[config.mk]
export PLATFORM = sky130hd
export DESIGN_NAME = set_bit_iterator_flat
export DESIGN_NICKNAME = d
export VERILOG_FILES = /design/src/rtl/set_bit_iterator_pkg.sv /design/src/rtl/set_bit_iterator_if.sv /design/src/rtl/set_bit_iterator_find_first_set.sv /design/src/rtl/set_bit_iterator.sv /design/src/flat_wrapper.sv
export SDC_FILE = /design/constraint.sdc
export NUM_CORES = 1
export LEC_CHECK = 0
export CORE_UTILIZATION = 47
export DETAILED_ROUTE_END_ITERATION = 8
export MAX_ROUTING_LAYER = met4
export PLACE_DENSITY = 0.78
export SETUP_SLACK_MARGIN = 0.5
export SYNTH_ARGS = -nofsm -noshare
export SYNTH_HDL_FRONTEND = slang
export SYNTH_HIERARCHICAL = 1
export SYNTH_SLANG_ARGS = --single-unit
[constraint.sdc]
create_clock -name clk -period 4 [get_ports clk]
set_input_delay 1 -clock clk [delete_from_list [all_inputs] [get_ports clk]]
set_output_delay 1 -clock clk [all_outputs]
set_load 0.03 [all_outputs]
[src/rtl/set_bit_iterator_pkg.sv]
`default_nettype none
// ============================================================================
// Module      : set_bit_iter_pkg
// Description : Shared types and helpers for the set-bit iterator:
//               FSM state encoding, scan-direction codes, popcount and
//               exactly-one-bit-set helpers.
// Revision    : 1.0 - initial release
// ============================================================================
package set_bit_iter_pkg;

    // Widest vector the helper functions accept. Callers zero-extend.
    localparam int MAX_W = 1024;

    localparam logic DIR_LSB = 1'b0;
    localparam logic DIR_MSB = 1'b1;

    typedef enum logic [1:0] {
        IDLE = 2'd0,
        SCAN = 2'd1,
        DONE = 2'd2
    } state_t;

    function automatic int unsigned popcount(input logic [MAX_W-1:0] v);
        int unsigned n;
        n = 0;
        for (int i = 0; i < MAX_W; i++) begin
            n = n + {31'd0, v[i]};
        end
        return n;
    endfunction

    // Clearing the lowest set bit leaves zero only when one bit was set.
    function automatic logic is_onehot(input logic [MAX_W-1:0] v);
        return (v != '0) && ((v & (v - MAX_W'(1))) == '0);
    endfunction

endpackage
`default_nettype wire

[src/rtl/set_bit_iterator_if.sv]
`default_nettype none
// ============================================================================
// Module      : set_bit_iterator_if
// Description : Load and output handshake bundle of the set-bit iterator.
//               slave  - iterator side (accepts loads, presents beats)
//               master - producer/consumer side
//               Signals: load_valid_i/load_ready_o/vec_i/dir_i (load),
//               abort_i (flush), out_valid_o/out_ready_i/out_onehot_o/
//               out_idx_o/out_rank_o/out_last_o (beats), count_o, done_o.
// Revision    : 1.0 - initial release
// ============================================================================
interface set_bit_iterator_if #(
    parameter int WIDTH = 16
);
    localparam int IDX_W = $clog2(WIDTH);
    localparam int CNT_W = $clog2(WIDTH + 1);

    logic             load_valid_i;
    logic             load_ready_o;
    logic [WIDTH-1:0] vec_i;
    logic             dir_i;
    logic             abort_i;
    logic             out_valid_o;
    logic             out_ready_i;
    logic [WIDTH-1:0] out_onehot_o;
    logic [IDX_W-1:0] out_idx_o;
    logic [CNT_W-1:0] out_rank_o;
    logic             out_last_o;
    logic [CNT_W-1:0] count_o;
    logic             done_o;

    modport slave (
        input  load_valid_i, vec_i, dir_i, abort_i, out_ready_i,
        output load_ready_o, out_valid_o, out_onehot_o, out_idx_o,
               out_rank_o, out_last_o, count_o, done_o
    );

    modport master (
        output load_valid_i, vec_i, dir_i, abort_i, out_ready_i,
        input  load_ready_o, out_valid_o, out_onehot_o, out_idx_o,
               out_rank_o, out_last_o, count_o, done_o
    );
endinterface
`default_nettype wire

[src/rtl/set_bit_iterator_find_first_set.sv]
`default_nettype none
// ============================================================================
// Module      : find_first_set
// Description : Combinational first-set-bit finder with selectable
//               direction. i_dir=0 picks the lowest set bit, i_dir=1 the
//               highest. Zero input yields zero one-hot and zero index.
//               Ports: i_vec, i_dir -> o_onehot, o_idx.
// Revision    : 1.0 - initial release
// ============================================================================
module find_first_set
    import set_bit_iter_pkg::*;
#(
    parameter int WIDTH = 16,
    parameter int IDX_W = $clog2(WIDTH)
) (
    input  wire logic [WIDTH-1:0] i_vec,
    input  wire logic             i_dir,
    output logic      [WIDTH-1:0] o_onehot,
    output logic      [IDX_W-1:0] o_idx
);

    logic [WIDTH-1:0] w_vec_rev;
    logic [WIDTH-1:0] w_src;
    logic [WIDTH-1:0] w_pick;
    logic [WIDTH-1:0] w_pick_rev;

    // MSB-first search reuses the lowest-bit isolator on a bit-reversed copy.
    for (genvar gi = 0; gi < WIDTH; gi++) begin : g_rev
        assign w_vec_rev[gi]  = i_vec[WIDTH-1-gi];
        assign w_pick_rev[gi] = w_pick[WIDTH-1-gi];
    end

    assign w_src    = (i_dir == DIR_MSB) ? w_vec_rev : i_vec;
    // Two's-complement trick: x & -x isolates the lowest set bit.
    assign w_pick   = w_src & (~w_src + WIDTH'(1));
    assign o_onehot = (i_dir == DIR_MSB) ? w_pick_rev : w_pick;

    always_comb begin
        o_idx = '0;
        for (int i = 0; i < WIDTH; i++) begin
            if (o_onehot[i]) begin
                o_idx = o_idx | IDX_W'(i);
            end
        end
    end

endmodule
`default_nettype wire

[src/rtl/set_bit_iterator.sv]
`default_nettype none
// ============================================================================
// Module      : set_bit_iterator
// Description : Sequential set-bit iterator. Loads a WIDTH-bit vector and
//               presents every set bit, one per output handshake, LSB-first
//               or MSB-first. Each beat carries one-hot, index, rank and a
//               last flag; done pulses for one cycle at end of scan.
//               Ports: clk, reset (sync, active-high), bus (slave modport of
//               set_bit_iterator_if).
// Revision    : 1.0 - initial release
// ============================================================================
module set_bit_iterator
    import set_bit_iter_pkg::*;
#(
    parameter int WIDTH = 16
) (
    input  wire logic          clk,
    input  wire logic          reset,
    set_bit_iterator_if.slave  bus
);

    localparam int IDX_W = $clog2(WIDTH);
    localparam int CNT_W = $clog2(WIDTH + 1);

    state_t           r_state;
    state_t           w_state_nxt;
    logic [WIDTH-1:0] r_rem;
    logic             r_dir;
    logic [CNT_W-1:0] r_count;
    logic [CNT_W-1:0] r_rank;

    logic [WIDTH-1:0] w_onehot;
    logic [IDX_W-1:0] w_idx;
    logic             w_last;
    logic             w_load_ready;
    logic             w_out_valid;
    logic             w_done;
    logic             w_load_hs;
    logic             w_out_hs;

    find_first_set #(
        .WIDTH (WIDTH),
        .IDX_W (IDX_W)
    ) u_ffs (
        .i_vec    (r_rem),
        .i_dir    (r_dir),
        .o_onehot (w_onehot),
        .o_idx    (w_idx)
    );

    assign w_last    = is_onehot(MAX_W'(r_rem));
    assign w_load_hs = w_load_ready & bus.load_valid_i;
    // Abort wins over a concurrent output handshake.
    assign w_out_hs  = w_out_valid & bus.out_ready_i & ~bus.abort_i;

    always_ff @(posedge clk) begin
        if (reset) begin
            r_state <= IDLE;
        end else begin
            r_state <= w_state_nxt;
        end
    end

    always_comb begin
        w_state_nxt  = r_state;
        w_load_ready = 1'b0;
        w_out_valid  = 1'b0;
        w_done       = 1'b0;
        case (r_state)
            IDLE: begin
                w_load_ready = 1'b1;
                if (bus.load_valid_i) begin
                    w_state_nxt = (bus.vec_i != '0) ? SCAN : DONE;
                end
            end
            SCAN: begin
                w_out_valid = 1'b1;
                if (bus.abort_i) begin
                    w_state_nxt = IDLE;
                end else if (bus.out_ready_i && w_last) begin
                    w_state_nxt = DONE;
                end
            end
            DONE: begin
                // An abort landing on the DONE cycle suppresses the pulse.
                w_done      = ~bus.abort_i;
                w_state_nxt = IDLE;
            end
            default: begin
                w_state_nxt = IDLE;
            end
        endcase
    end

    always_ff @(posedge clk) begin
        if (reset) begin
            r_rem   <= '0;
            r_dir   <= DIR_LSB;
            r_count <= '0;
            r_rank  <= '0;
        end else begin
            if (w_load_hs) begin
                r_rem   <= bus.vec_i;
                r_dir   <= bus.dir_i;
                r_count <= CNT_W'(popcount(MAX_W'(bus.vec_i)));
                r_rank  <= '0;
            end else if (bus.abort_i && (r_state != IDLE)) begin
                r_rem <= '0;
            end else if (w_out_hs) begin
                r_rem  <= r_rem & ~w_onehot;
                r_rank <= r_rank + CNT_W'(1);
            end
        end
    end

    assign bus.load_ready_o = w_load_ready;
    assign bus.out_valid_o  = w_out_valid;
    assign bus.done_o       = w_done;
    assign bus.count_o      = r_count;
    assign bus.out_onehot_o = w_out_valid ? w_onehot : '0;
    assign bus.out_idx_o    = w_out_valid ? w_idx    : '0;
    assign bus.out_rank_o   = w_out_valid ? r_rank   : '0;
    assign bus.out_last_o   = w_out_valid & w_last;

endmodule
`default_nettype wire

[src/flat_wrapper.sv]
// flat-port wrapper written by rule: the top's interface ports become plain ports
module set_bit_iterator_flat import set_bit_iter_pkg::*;
#(
    parameter int WIDTH = 16
)
  (clk, reset, bus_load_valid_i, bus_vec_i, bus_dir_i, bus_abort_i, bus_out_ready_i, bus_load_ready_o, bus_out_valid_o, bus_out_onehot_o, bus_out_idx_o, bus_out_rank_o, bus_out_last_o, bus_count_o, bus_done_o);
  set_bit_iterator_if #(.WIDTH(WIDTH)) bus_i ();
  input  wire logic clk;
  input  wire logic reset;
  input wire logic [$bits(bus_i.load_valid_i)-1:0] bus_load_valid_i;
  input wire logic [$bits(bus_i.vec_i)-1:0] bus_vec_i;
  input wire logic [$bits(bus_i.dir_i)-1:0] bus_dir_i;
  input wire logic [$bits(bus_i.abort_i)-1:0] bus_abort_i;
  input wire logic [$bits(bus_i.out_ready_i)-1:0] bus_out_ready_i;
  output wire logic [$bits(bus_i.load_ready_o)-1:0] bus_load_ready_o;
  output wire logic [$bits(bus_i.out_valid_o)-1:0] bus_out_valid_o;
  output wire logic [$bits(bus_i.out_onehot_o)-1:0] bus_out_onehot_o;
  output wire logic [$bits(bus_i.out_idx_o)-1:0] bus_out_idx_o;
  output wire logic [$bits(bus_i.out_rank_o)-1:0] bus_out_rank_o;
  output wire logic [$bits(bus_i.out_last_o)-1:0] bus_out_last_o;
  output wire logic [$bits(bus_i.count_o)-1:0] bus_count_o;
  output wire logic [$bits(bus_i.done_o)-1:0] bus_done_o;
  assign bus_i.load_valid_i = bus_load_valid_i;
  assign bus_i.vec_i = bus_vec_i;
  assign bus_i.dir_i = bus_dir_i;
  assign bus_i.abort_i = bus_abort_i;
  assign bus_i.out_ready_i = bus_out_ready_i;
  assign bus_load_ready_o = bus_i.load_ready_o;
  assign bus_out_valid_o = bus_i.out_valid_o;
  assign bus_out_onehot_o = bus_i.out_onehot_o;
  assign bus_out_idx_o = bus_i.out_idx_o;
  assign bus_out_rank_o = bus_i.out_rank_o;
  assign bus_out_last_o = bus_i.out_last_o;
  assign bus_count_o = bus_i.count_o;
  assign bus_done_o = bus_i.done_o;
  set_bit_iterator #(.WIDTH(WIDTH)) u_core (.clk(clk), .reset(reset), .bus(bus_i));
endmodule
==> key figures <==
Outcome
  • Status: complete, but fails checks
  • Failing checks: negative setup slack

Cells and area
  • Commonest cells after routing, fill and taps aside: buf_4, nor2_1, nand2_1
  • N_diodes: 0
  • Commonest non-fill, non-tap cell in the layout: buf_4
  • Register Area: 593.1 µm²
  • Fillcell total: 374
  • Nets: 474
  • Fin area: 3944 µm²
  • Fraction of final layout cells sized beyond drive strength 1: 36.47%
  • Final Util: 76.25%
  • Syn-to-layout area delta: 54.28%
  • Multi-input gate area: 2048 µm²

Routing
  • Vias: 3,017
  • DR DRC count: 0
  • Final wirelength: 8739 µm
  • Wire per inst: 17.27 µm
  • Initial DRT Pass Iterations: 5
  • Vias per cell: 5.962
  • Post-DRT Antenna Nets: 0
  • Starting DRC count in detailed routing: 357

Synthesis
  • Syn Nets: 369
  • Synthesis Warnings: 6
  • Post-synth EDFFs: 0
  • Synthesized cell area: 2556 µm²
  • Synth cell types: 58
  • Seq cells post-synth: 29
  • Top FF cell, synth: dfxtp_1
  • Sequential area share after synthesis: 22.71%
  • Mean Syn Cell Area: 7.746 µm²
  • Synth Instances: 330
  • Async set-reset flop share out of synthesis: 0%

STA
  • Peak Freq: 249.1 MHz
  • Rel. slew slack: 14.81%
  • Total Neg Setup Slack: -13.96 ps
  • Final Skew: 4.718 ps
  • Crit path time final: 4014 ps
  • Slew @ Worst Pin: 1278 ps
  • # setup viols final: 1
  • Final worst slack: -13.96 ps
  • RSZ-0062 raised after global routing: true
  • Period utilisation layout: 100.3%
  • Final Hold Vio Count: 0
  • Slew Viols, Final: 0

Worst setup path
  • Reg2Reg Depth: 21
  • Kind of critical path: input port to flip-flop
  • Worst path cell trace: buf_8 > inv_8 > fa_1 > fa_2 > fa_2 > fa_1 > inv_2 > ha_4 > fa_2 > buf_6 > xnor2_2 > a211oi_2
  • Slowest stage cell, crit path: fa_2
  • Worst r2r dst: u_core/r_rem[0]
  • Worst reg2reg path startpoint: u_core/r_dir
  • Top cell by count, worst path: fa_2
  • Worst reg2reg setup slack: 480 ps
  • Startpoint type of the worst setup path: input port
  • Max FO, Critical Path: 2
  • Critical path's largest stage delay: 600 ps
  • Crit end category: flip-flop
  • Critical Path RT: 4180 ps
  • Crit path DAT: 4200 ps

Clock tree
  • CTS tree: yes
  • Root Driver: clkbuf_8
  • H-tree depth: 2
  • Reg clk slew, reported paths: 60 ps
  • Worst-skew pair later-pin latency: 280 ps
  • Inserted Clock Buffers: 5
  • Clk buf depth: 2
  • Hold Buf Count CTS: 0
  • Clock sink count: 29

Place
  • I/O Buffers: 55
  • Placed Area: 3433 µm²
  • Setup WS pre-CTS: -758.8 ps
  • DP HPWL: 5994 µm
  • Routability cong.: 0.9446

Pwr
  • Clock Power Share: 18.2%
  • Net Sw Power: 508.4 µW
  • Comb pwr share: 55.1%
  • Internal power: 782.4 µW
  • P per Cell Area: 327.3 nW/µm²
  • Flop pwr share: 26.7%
  • Total power: 1.291 mW
  • Peak VDD IR: 354.3 µV
  • Sw frac: 39.39%
  • Leak: 1.720 nW

Floorplan
  • Core ar.: 5172 µm²
  • Die area: 5737 µm²
  • Starting Density: 49.42%
  • Die X: 75.75 µm
  • FP Rows: 26
  • Die Y: 75.75 µm
  • I/O pin cnt: 56

GRT
  • Vias in the first global route: 2,737
  • Aggregate global routing overflow: 0
  • Initial antenna violation count: 0
  • First-pass GRT wire length: 13,190 µm
  • Largest net degree at the start of global routing: 30
  • GRT Overall Usage: 31.95%

Flow run
  • Max_cap viols: 0

Hold path
  • Worst min path class: flip-flop to flip-flop
  • Hold Startpoint: u_core/bus.count_o[3]
  • Worst hold path stage count: 2
  • Hold Path End: u_core/bus.count_o[3]
## cell type report
type / count / share of cell area [%]
Multi-Input combinational cell: 256 / 51.94
Timing Repair Buffer: 113 / 25.38
Sequential cell: 29 / 15.04
Inverter: 30 / 3.236
Tap cell: 70 / 2.221
Clock buffer: 5 / 1.745
Clock inverter: 3 / 0.4442
## cells in the mapped netlist, types with 5 or more instances
cell type / number / area (µm²)
nand2_1: 32 / 120.1
nor2_1: 32 / 120.1
inv_1: 30 / 112.6
dfxtp_1: 29 / 580.6
and2_1: 26 / 162.7
nor3_1: 17 / 85.08
a32oi_1: 16 / 140.1
a21oi_1: 10 / 50.05
clkbuf_1: 10 / 37.54
fa_1: 10 / 200.2
or3_1: 9 / 56.30
nor3b_1: 8 / 60.06
ha_1: 7 / 87.58
nor4_1: 7 / 43.79
nand4_1: 5 / 31.28
## flip-flops by register name, summed over array words and instances (netlist names)
register	count
u_core/r_dir	1
u_core/r_state	2
u_core/r_rem	16
u_core/r_rank	5
u_core/bus.count_o	5
## power groups by stage
| stage | registers (mW) | logic (mW) | clock network, mW |
|---|---|---|---|
| 3_5_place_dp | 0.348 | 0.586 | 0 |
| 2_1_floorplan | 0.373 | 0.361 | 0 |
| 5_1_grt | 0.348 | 0.777 | 0.255 |
| 4_1_cts | 0.341 | 0.629 | 0.240 |
| 6_report | 0.344 | 0.712 | 0.235 |
| 3_3_place_gp | 0.346 | 0.570 | 0 |
## per-layer routing
layer  vias up  wire (µm)  global-route usage, %
met5         -          0                      -
met4         0        171                  10.49
met3        19        644                  5.952
met2       160       4275                  50.34
met1      1425       3648                  41.22
li1       1413          -                      -
## critical path, delay by kind of cell
| family | cells | cell delay [ps] |
|---|---|---|
| fa+ha+maj | 6 | 2580 |
| buf+inv | 4 | 300 |
| compound gates | 1 | 210 |
| xor+xnor | 1 | 120 |
## what timing repair did
action | 4_1_cts | 5_1_grt
cloned | 0 | 0
endpoints found under the setup margin | 26 | 22
buffers inserted | 16 | 5
resized for setup | 74 | 74
pin swaps | 14 | 15
## worst max path at each step
stage | start | to | slack, ps | cells after the start
detailed placement | bus_vec_i[11] | u_core/bus.count_o[4] | -760 | 15
finish | bus_vec_i[9] | u_core/bus.count_o[2] | -10 | 12
CTS | bus_vec_i[11] | u_core/bus.count_o[4] | -40 | 15
global route | bus_vec_i[11] | u_core/bus.count_o[4] | -130 | 15
floorplan | bus_vec_i[9] | u_core/bus.count_o[4] | -20 | 12
global placement | bus_vec_i[9] | u_core/bus.count_o[4] | -710 | 13
## stage by stage
step,hold slack [ps],cells
2_1_floorplan,480.9,330
3_3_place_gp,439.7,477
3_5_place_dp,449.2,477
4_1_cts,462.8,501
5_1_grt,493.2,506
6_report,463.7,506
## cells by family (layout without fill, tap and decap cells)
group / after synthesis / count (layout) / share of synthesized area, %
AND/OR/NAND/NOR: 166 / 166 / 35.73
AO/OA/AOI/OAI: 63 / 63 / 19.92
XOR/XNOR: 7 / 7 / 2.398
flip-flops: 29 / 29 / 22.71
adder cells (fa/ha/maj): 19 / 19 / 12.04
multiplexers: 1 / 1 / 0.3916
buffers and inverters: 45 / 151 / 6.804
No activity file was read; power rests on OpenSTA's default activity.
